===== config.mk =====
export PLATFORM = sky130hd
export DESIGN_NAME = chess_time_core
export DESIGN_NICKNAME = d
export VERILOG_FILES = /design/src/rtl/chess_time_core.sv
export SDC_FILE = /design/constraint.sdc
export NUM_CORES = 1
export LEC_CHECK = 0
export CAP_MARGIN = 20
export CORE_MARGIN = 1.5
export CORE_UTILIZATION = 50
export CTS_BUF_LIST = sky130_fd_sc_hd__clkbuf_8 sky130_fd_sc_hd__clkbuf_16
export DETAILED_ROUTE_END_ITERATION = 8
export PLACE_DENSITY = 0.71
export SLEW_MARGIN = 20
export SYNTH_ARGS = -nofsm -noshare
export SYNTH_HDL_FRONTEND = slang
export SYNTH_SLANG_ARGS = --single-unit

===== constraint.sdc =====
create_clock -name CLK -period 18.5 [get_ports CLK]
set_input_delay 3.7 -clock CLK [delete_from_list [all_inputs] [get_ports CLK]]
set_output_delay 3.7 -clock CLK [all_outputs]
set_load 0.03 [all_outputs]

===== src/rtl/chess_time_core.sv =====
// -----------------------------------------------------------------------------
// chess_time_core
// Two-player chess-clock timekeeping core. Each player's remaining time is held
// as four BCD digits (M10 M1 : S10 S1). The running player counts down once per
// CE tick. Also handles move-end buttons with Fischer increment, pause, flag
// fall and new game. All eight digits leave as registered 7-segment patterns.
//
// Parameters
//   START_MIN  initial minutes per player (1..99), seconds start at 00
//   INC_SEC    Fischer increment in seconds (0..59)
// Ports
//   CLK, CLR_N              clock, asynchronous active-low reset
//   CE                      1 Hz tick, one CLK cycle wide
//   START, PAUSE, NEW_GAME  one-cycle control pulses
//   BTN_P1, BTN_P2          one-cycle end-of-move pulses
//   seg1..seg4              player 1 M10, M1, S10, S1 (bit0 = a .. bit6 = g)
//   seg5..seg8              player 2 M10, M1, S10, S1
//   run_p1, run_p2          named player's clock is counting
//   paused                  clock is paused
//   flag_p1, flag_p2        named player's time ran out
// -----------------------------------------------------------------------------
module chess_time_core #(
   parameter int START_MIN = 5,
   parameter int INC_SEC   = 0
) (
   input  logic       CLK,
   input  logic       CLR_N,
   input  logic       CE,
   input  logic       START,
   input  logic       PAUSE,
   input  logic       NEW_GAME,
   input  logic       BTN_P1,
   input  logic       BTN_P2,
   output logic [6:0] seg1,
   output logic [6:0] seg2,
   output logic [6:0] seg3,
   output logic [6:0] seg4,
   output logic [6:0] seg5,
   output logic [6:0] seg6,
   output logic [6:0] seg7,
   output logic [6:0] seg8,
   output logic       run_p1,
   output logic       run_p2,
   output logic       paused,
   output logic       flag_p1,
   output logic       flag_p2
);

   typedef enum logic [2:0] {
      S_IDLE   = 3'd0,
      S_RUN_P1 = 3'd1,
      S_RUN_P2 = 3'd2,
      S_PAUSED = 3'd3,
      S_FLAG   = 3'd4
   } state_t;

   localparam logic [3:0]  START_M10 = 4'(START_MIN / 10);
   localparam logic [3:0]  START_M1  = 4'(START_MIN % 10);
   localparam logic [15:0] T_START   = {START_M10, START_M1, 8'h00};
   localparam logic [6:0]  INC_7     = 7'(INC_SEC);

   // BCD mm:ss minus one second; 00:00 stays at 00:00.
   function automatic logic [15:0] bcd_dec(input logic [15:0] t);
      logic [3:0] m10, m1, s10, s1;
      {m10, m1, s10, s1} = t;
      if (t == 16'h0000) begin
         s1 = 4'd0;
      end else if (s1 != 4'd0) begin
         s1 = s1 - 4'd1;
      end else if (s10 != 4'd0) begin
         s1  = 4'd9;
         s10 = s10 - 4'd1;
      end else begin
         // ss = 00 with a non-zero time, so minutes are non-zero here
         s1  = 4'd9;
         s10 = 4'd5;
         if (m1 != 4'd0) begin
            m1 = m1 - 4'd1;
         end else begin
            m1  = 4'd9;
            m10 = m10 - 4'd1;
         end
      end
      return {m10, m1, s10, s1};
   endfunction

   // BCD mm:ss plus INC_SEC seconds, saturating at 99:59. Done in binary
   // because the operands are tiny (seconds <= 118, minutes <= 100).
   function automatic logic [15:0] bcd_inc(input logic [15:0] t);
      logic [6:0]  sec_v;
      logic [6:0]  min_v;
      logic [15:0] res;
      sec_v = {3'b000, t[7:4]} * 7'd10 + {3'b000, t[3:0]} + INC_7;
      min_v = {3'b000, t[15:12]} * 7'd10 + {3'b000, t[11:8]};
      if (sec_v >= 7'd60) begin
         sec_v = sec_v - 7'd60;
         min_v = min_v + 7'd1;
      end else begin
         sec_v = sec_v;
      end
      if (min_v > 7'd99) begin
         res = 16'h9959;
      end else begin
         res = {4'(min_v / 7'd10), 4'(min_v % 7'd10),
                4'(sec_v / 7'd10), 4'(sec_v % 7'd10)};
      end
      return res;
   endfunction

   // BCD digit to active-high a..g pattern; non-BCD values are blank.
   function automatic logic [6:0] seg_enc(input logic [3:0] d);
      logic [6:0] p;
      case (d)
         4'd0:    p = 7'h3F;
         4'd1:    p = 7'h06;
         4'd2:    p = 7'h5B;
         4'd3:    p = 7'h4F;
         4'd4:    p = 7'h66;
         4'd5:    p = 7'h6D;
         4'd6:    p = 7'h7D;
         4'd7:    p = 7'h07;
         4'd8:    p = 7'h7F;
         4'd9:    p = 7'h6F;
         default: p = 7'h00;
      endcase
      return p;
   endfunction

   state_t      state_q, state_d;
   logic        last_q, last_d;     // 0: player 1 was running, 1: player 2
   logic [15:0] t1_q, t1_d;
   logic [15:0] t2_q, t2_d;

   logic [15:0] t_act_s;
   logic [15:0] t_dec_s;
   logic [15:0] t_inc_s;
   logic [15:0] t_new_s;
   logic        btn_act_s;
   logic        flag_hit_s;

   // Datapath for the running player: tick decrement, then increment on top.
   always_comb begin
      if (state_q == S_RUN_P2) begin
         t_act_s   = t2_q;
         btn_act_s = BTN_P2 & ~BTN_P1;
      end else begin
         t_act_s   = t1_q;
         btn_act_s = BTN_P1 & ~BTN_P2;
      end
      if (CE) begin
         t_dec_s = bcd_dec(t_act_s);
      end else begin
         t_dec_s = t_act_s;
      end
      t_inc_s    = bcd_inc(t_dec_s);
      flag_hit_s = CE & (t_dec_s == 16'h0000);
   end

   // Next-state logic; priority: NEW_GAME, flag fall, move button, pause.
   always_comb begin
      state_d = state_q;
      last_d  = last_q;
      t1_d    = t1_q;
      t2_d    = t2_q;
      t_new_s = t_act_s;
      if (NEW_GAME) begin
         state_d = S_IDLE;
         last_d  = 1'b0;
         t1_d    = T_START;
         t2_d    = T_START;
      end else begin
         case (state_q)
            S_IDLE: begin
               if (START) begin
                  state_d = S_RUN_P1;
                  last_d  = 1'b0;
               end else begin
                  state_d = S_IDLE;
               end
            end
            S_RUN_P1, S_RUN_P2: begin
               if (flag_hit_s) begin
                  t_new_s = 16'h0000;
                  state_d = S_FLAG;
               end else if (btn_act_s) begin
                  t_new_s = t_inc_s;
                  state_d = (state_q == S_RUN_P1) ? S_RUN_P2 : S_RUN_P1;
                  last_d  = (state_q == S_RUN_P1);
               end else if (PAUSE) begin
                  t_new_s = t_dec_s;
                  state_d = S_PAUSED;
               end else begin
                  t_new_s = t_dec_s;
               end
               if (state_q == S_RUN_P1) begin
                  t1_d = t_new_s;
               end else begin
                  t2_d = t_new_s;
               end
            end
            S_PAUSED: begin
               if (PAUSE || START) begin
                  state_d = last_q ? S_RUN_P2 : S_RUN_P1;
               end else begin
                  state_d = S_PAUSED;
               end
            end
            S_FLAG:  state_d = S_FLAG;
            default: state_d = S_IDLE;
         endcase
      end
   end

   // State, time registers and registered outputs.
   always_ff @(posedge CLK or negedge CLR_N) begin
      if (!CLR_N) begin
         state_q <= S_IDLE;
         last_q  <= 1'b0;
         t1_q    <= T_START;
         t2_q    <= T_START;
         run_p1  <= 1'b0;
         run_p2  <= 1'b0;
         paused  <= 1'b0;
         flag_p1 <= 1'b0;
         flag_p2 <= 1'b0;
         seg1    <= 7'h00;
         seg2    <= 7'h00;
         seg3    <= 7'h00;
         seg4    <= 7'h00;
         seg5    <= 7'h00;
         seg6    <= 7'h00;
         seg7    <= 7'h00;
         seg8    <= 7'h00;
      end else begin
         state_q <= state_d;
         last_q  <= last_d;
         t1_q    <= t1_d;
         t2_q    <= t2_d;
         run_p1  <= (state_d == S_RUN_P1);
         run_p2  <= (state_d == S_RUN_P2);
         paused  <= (state_d == S_PAUSED);
         flag_p1 <= (state_d == S_FLAG) & ~last_d;
         flag_p2 <= (state_d == S_FLAG) & last_d;
         // segments follow the time registers one cycle later
         seg1    <= seg_enc(t1_q[15:12]);
         seg2    <= seg_enc(t1_q[11:8]);
         seg3    <= seg_enc(t1_q[7:4]);
         seg4    <= seg_enc(t1_q[3:0]);
         seg5    <= seg_enc(t2_q[15:12]);
         seg6    <= seg_enc(t2_q[11:8]);
         seg7    <= seg_enc(t2_q[7:4]);
         seg8    <= seg_enc(t2_q[3:0]);
      end
   end

endmodule


Word-level counts from Yosys, hierarchy flattened
Memories as Yosys holds them, arrays and structs flattened. A register that Yosys moved wholly into a read port is not among the register bits. Index checks and enable logic that the tools add are counted.

Add/sub/neg operators: 8. Multiply operators: 2. Divide/modulo/power cells: 4. $lt $le $gt $ge: 2. Equality and inequality tests: 9. Shift-type cells: 0. Multiplexer cells: 41. Bitwise gates (word level): 8. Reduce and logical (&&, ||, !) cells: 20.

Operators with widths (number): $mux W16 (11); $mux W4 (13); $logic_not A16 Y1 (2); $sub A4 B1 Y4 const B (4); $add A7 B4 Y7 (2); $div A7 B4 Y7 const B (2); $mod A7 B4 Y7 const B (2); $mux W7 (2); $eq A3 B2 Y1 const B (4); $mul A4 B3 Y6 const B (2); $mux W3 (4); $pmux W3 S4 (1); $reduce_bool A4 Y1 (3); $logic_not A1 Y1 (8); $add A7 B1 Y7 const B (1); $ge A7 B6 Y1 const B (1); $gt A7 B7 Y1 const B (1); $sub A7 B6 Y7 const B (1); $eq A3 B1 Y1 const B (2); $eq A3 B3 Y1 const B (2); $mux W1 (6); $mux W2 (3); $and A1 B1 Y1 (5); $reduce_and A2 Y1 (2); other kinds (7) (10).

Flip-flop bits (word level): 41. Latch bits: 0. Memory bits (writable): 0. Memory bits (read-only): 896. Output and inout port bits: 61. Word-level logic and storage cells: 111. Memories kept: 8.

Memories: (name not given) (depth 16, bits a word 7, read ports 1, clocked after Yosys merged registers in 1, write ports 0, line 113) `case (d)`; (name not given) (depth 16, bits a word 7, read ports 1, clocked after Yosys merged registers in 1, write ports 0, line 113); (name not given) (depth 16, bits a word 7, read ports 1, clocked after Yosys merged registers in 1, write ports 0, line 113); (name not given) (depth 16, bits a word 7, read ports 1, clocked after Yosys merged registers in 1, write ports 0, line 113); (name not given) (depth 16, bits a word 7, read ports 1, clocked after Yosys merged registers in 1, write ports 0, line 113); (name not given) (depth 16, bits a word 7, read ports 1, clocked after Yosys merged registers in 1, write ports 0, line 113); +2 memories.

Logic depth before layout (Yosys ltp)
Word-level depth: 19. Gate-level depth with buffers: 34. Depth with buffers taken out: 29.

Least setup slack after synthesis
Ideal clock, no wire load.

Kind: in2reg. Start point: in CE. End point: reg t1_q[9]. Arrival: 10133 ps. Slack: 8273 ps. Cell stages on the path: 26. Buffers on the path: 2. Cell sequence: buf_2 nor3b_1 nand4_1 o32ai_1 nand2_1 mux2i_1 ha_1 ha_1 inv_1 fa_1 nor4b_1 xor2_1 xor3_1 or4_1 nand2_2 buf_2 a21o_1 a32oi_1 o21ai_0 ha_1 o221ai_1 a31o_1 a2111o_1 a311oi_1 a211oi_2 a211oi_1.

Word-level cells in the longest chain between the ends: 12.

RTL lines: from (decl) (line 28) `input logic CE,`; $mux W16 (line 150) `if (CE) begin`; $mul A4 B3 Y6, on equally long branches (line 94, 93); $add A7 B4 Y7, on equally long branches (line 94, 93); $add A7 B1 Y7 or $ge A7 B6 Y1 (tied branches) (line 97, 95); $mux W7 (line 95) `if (sec_v >= 7'd60) begin`; $mod A7 B4 Y7 or $gt A7 B7 Y1 (tied branches) (line 104, 101); $mux W16 (line 101) `if (min_v > 7'd99) begin`; $mux W16 (line 185) `end else if (btn_act_s) begin`; $mux W16 * (line 182) `if (flag_hit_s) begin`; $mux W16 * (line 195) `if (state_q == S_RUN_P1) begin`; $mux W16 * (line 172) `case (state_q)`; $mux W16 * (line 166) `if (NEW_GAME) begin`; to (signal assigned) (line 237) `t1_q <= t1_d;`; to (decl) (line 131) `logic [15:0] t1_q, t1_d;`.

Every way passes the cells marked *; elsewhere a longest branch is shown, timed or not. The select of a mux whose other input is x is not followed. A chain may end at the register's enable or synchronous reset.

Worst setup path in the final report
Start point: in CE. End point: reg t2_q[9].

Word-level cells in the longest chain between the ends: 12.

RTL lines: $mux W16 (line 150); $mul A4 B3 Y6, on equally long branches (line 94, 93); $add A7 B4 Y7, on equally long branches (line 94, 93); $add A7 B1 Y7 or $ge A7 B6 Y1 (tied branches) (line 97, 95); $mux W7 (line 95); $mod A7 B4 Y7 or $gt A7 B7 Y1 (tied branches) (line 104, 101); $mux W16 (line 101); $mux W16 (line 185); $mux W16 * (line 182); $mux W16 * (line 195); $mux W16 * (line 172); $mux W16 * (line 166); to (signal assigned) (line 238) `t2_q <= t2_d;`; to (decl) (line 132) `logic [15:0] t2_q, t2_d;`.

Marked as above.

==> impl_metrics.env <==
export IMPL_max_cap_viol_count=0
export IMPL_synth_cells=821
export IMPL_cp_required_ns=18.74
export IMPL_status="finished clean"
export IMPL_cts_root_buf="clkbuf_16"
export IMPL_synth_simple_area_share_pct=16.5
export IMPL_finalCritPeriodShare_pct=61.3
export IMPL_reg2reg_setup_slack_ns=9.58
export IMPL_startpoint_type="primary input"
export IMPL_routedWlPerCell_microns=17.5
export IMPL_vias_per_cell=6.03
export IMPL_fin_crit_ns=11.34
export IMPL_cts_tree="built"
export IMPL_antenna_found_initial=0
export IMPL_die_area_sq_um=15500
export IMPL_dr_pass1_iters=5
export IMPL_grt_ovfl_total=0
export IMPL_track_usage_pct=23.6
export IMPL_numPortBuffers=68
export IMPL_diodes=0
export IMPL_async_reset_ff_share_pct=100
export IMPL_synth_top_family_by_area="compound AO/OA/AOI/OAI gates"
export IMPL_critical_path_endpoint_type="flip-flop"
export IMPL_yosysSeqAreaShare_pct=32.9
export IMPL_drv_slew=0
export IMPL_syn_area_per_cell_sq_um=9.00
export IMPL_synth_largest_area_cell="dfrtp_1"
export IMPL_grt_max_degree=59
export IMPL_cts_resized_gates=0
export IMPL_slowest_delay_ns=0.68
export IMPL_fmax_mhz=88.2
export IMPL_clk_path_buf_depth=2
export IMPL_fp_dieH_microns=125
export IMPL_die_w_microns=125
export IMPL_fin_ws_ns=7.16
export IMPL_ios=69
export IMPL_synth_adder_area_share_pct=12.3
export IMPL_yosysWarnings=0
export IMPL_rsz0062_at_grt="false"
export IMPL_synth_most_common_cell="dfrtp_1"
export IMPL_num_rows=44
export IMPL_synth_area_sq_um=7390
export IMPL_worst_ep_arrival_time_ns=11.58
export IMPL_start_util_pct=51.0
export IMPL_ant_nets=0
export IMPL_vias=6318
export IMPL_clock_skew_ns=0.0114
export IMPL_clock_sinks=97
export IMPL_ys_types=87
export IMPL_slew_headroom_pct=30.4
export IMPL_tightest_slew_ns=1.04
export IMPL_crit_top_cell="ha_1"
export IMPL_power_leakage_nw=3.49
export IMPL_cp_buffers_inverters=2
export IMPL_drt_total_wl_microns=18300
export IMPL_synth_top_area_share_pct=31.5
export IMPL_htreeDepth=3
export IMPL_ys_top_cells_by_area="dfrtp_1 32%, ha_1 11%, o21ai_0 4.4%"
export IMPL_gp_congestion=0.946
export IMPL_critPathMaxFanout=15
export IMPL_core_sq_um=14500
export IMPL_setup_tns_ns=0
export IMPL_synth_seq_cells=97
export IMPL_remaining_drc_errors=0
export IMPL_pwr_density_cell_nw_per_um2=194
export IMPL_area_growth_pct=14.1
export IMPL_synthTopCellsByCount="93 x dfrtp_1, 66 x ha_1, 65 x o21ai_0, 63 x nor2_1, 57 x inv_1"
export IMPL_grt_pass1_vias=5890
export IMPL_synth_edf_count=0
export IMPL_worstSkewPairLatency_ns=0.34
export IMPL_synth_area_mux_share_pct=6.00
export IMPL_setup_viol=0
export IMPL_hpwl_microns=13700
export IMPL_crit_slowest_cell="clkdlybuf4s50_1"
export IMPL_drive_above_1_share_pct=7.42
export IMPL_post_place_ws_ns=6.92
export IMPL_synth_compound_area_share_pct=21.5
export IMPL_cts_hold_buf=0
export IMPL_ir_worst_vdd_uv=226
export IMPL_syn_num_nets=899
export IMPL_critical_path_top_delay_family="compound AO/OA/AOI/OAI gates"
export IMPL_drt_initial_drc_count=571
export IMPL_ys_flop_type="dfrtp_1"
export IMPL_hp_class="reg -> reg"
export IMPL_postCtsSetupBuffers=0
export IMPL_clk_pin_slew_ns=0.07
export IMPL_criticalPathCategory="in -> reg"
export IMPL_cts_buffers=9
export IMPL_synthXorXnorAreaFrac_pct=4.69
export IMPL_hold_viol=0
export IMPL_nets=937
export IMPL_grt_pass1_wl_microns=29900
-- cell usage in the layout, fill, tap and decap left out, drive strengths merged, types with 6 or more instances in the layout --
master	Yosys	layout
nor3	17	17
and2	15	15
and4	6	6
xnor2	26	26
nand3	16	16
a21oi	47	47
o21a	7	7
a21o	13	13
xor2	10	10
o211ai	9	9
o22ai	20	20
nor2	63	63
clkbuf	30	10
clkdlybuf4s50	0	67
buf	17	7
nand4	6	6
or2	6	6
inv	57	59
nand2b	18	18
nand2	51	51
dfrtp	93	93
o21ai	69	69
mux2	15	15
ha	66	66
a211oi	15	15
nor4	8	8
mux2i	27	27
-- metal layers --
metal,vias to the layer above,routed length (microns),GRT usage (%)
met5,-,0,0
met2,181,8580,37.6
li1,3015,-,-
met4,0,406,7.71
met3,32,792,3.65
met1,3090,8560,32.9
-- worst paths after layout --
check,cells past startpoint,endpoint,start
max in group asynchronous,2,t2_q[2]$_DFFE_PN0P_,CLR_N
worst min register to register,1,seg6[6]$_DFF_PN0_,t2_q[10]$_DFFE_PN1P_
worst max register to register,28,t2_q[9]$_DFFE_PN0P_,state_q[1]$_DFF_PN0_
worst min-delay path,1,seg6[6]$_DFF_PN0_,t2_q[10]$_DFFE_PN1P_
worst max-delay path,25,t2_q[9]$_DFFE_PN0P_,CE
min in group asynchronous,1,seg3[3]$_DFF_PN0_,CLR_N
-- cell type report --
cell class,count,area [sq um]
tap,184,230
multi-input combinational,620,4510
timing repair buffer,74,723
sequential,97,2430
fill,1283,6050
inverter,57,214
clock buffer,10,239
clock inverter,5,80.1
-- logic make-up (layout without fill, tap and decap cells) --
logic type,after synthesis,in the layout
DFF,97,97
muxes,42,42
buffers and inverters,104,146
adders and majority gates,70,70
xor gates and xnor gates,37,37
AOI/OAI and AO/OA,239,239
and+or+nand+nor,232,232
-- through the flow --
stage               utilization, %  cell area, sq um  power, mW  cells  hold slack [ns]
floorplan                        -              7390       1.12    821            0.538
global placement              56.0              8110       1.38   1032            0.588
detailed placement            56.0              8110       1.42   1032            0.605
CTS                           58.2              8430       1.63   1047            0.594
global route                  58.2              8430       1.76   1047            0.620
finish                        58.2              8430       1.64   1047            0.596
-- report_power, final --
group | internal, mW | leakage, nW | switching, mW
sequential | 0.274 | 1.13 | 0.0649
clock | 0.121 | 0.156 | 0.0806
combinational | 0.422 | 2.20 | 0.675
-- state kept, by name, summed over array words and instances (netlist names), 3 cells and up --
register,count
seg1,7
seg2,7
seg3,7
seg4,7
seg5,7
seg6,7
seg7,7
seg8,7
state_q,3
t1_q,16
t2_q,16
(Power assumes the default switching activity.)
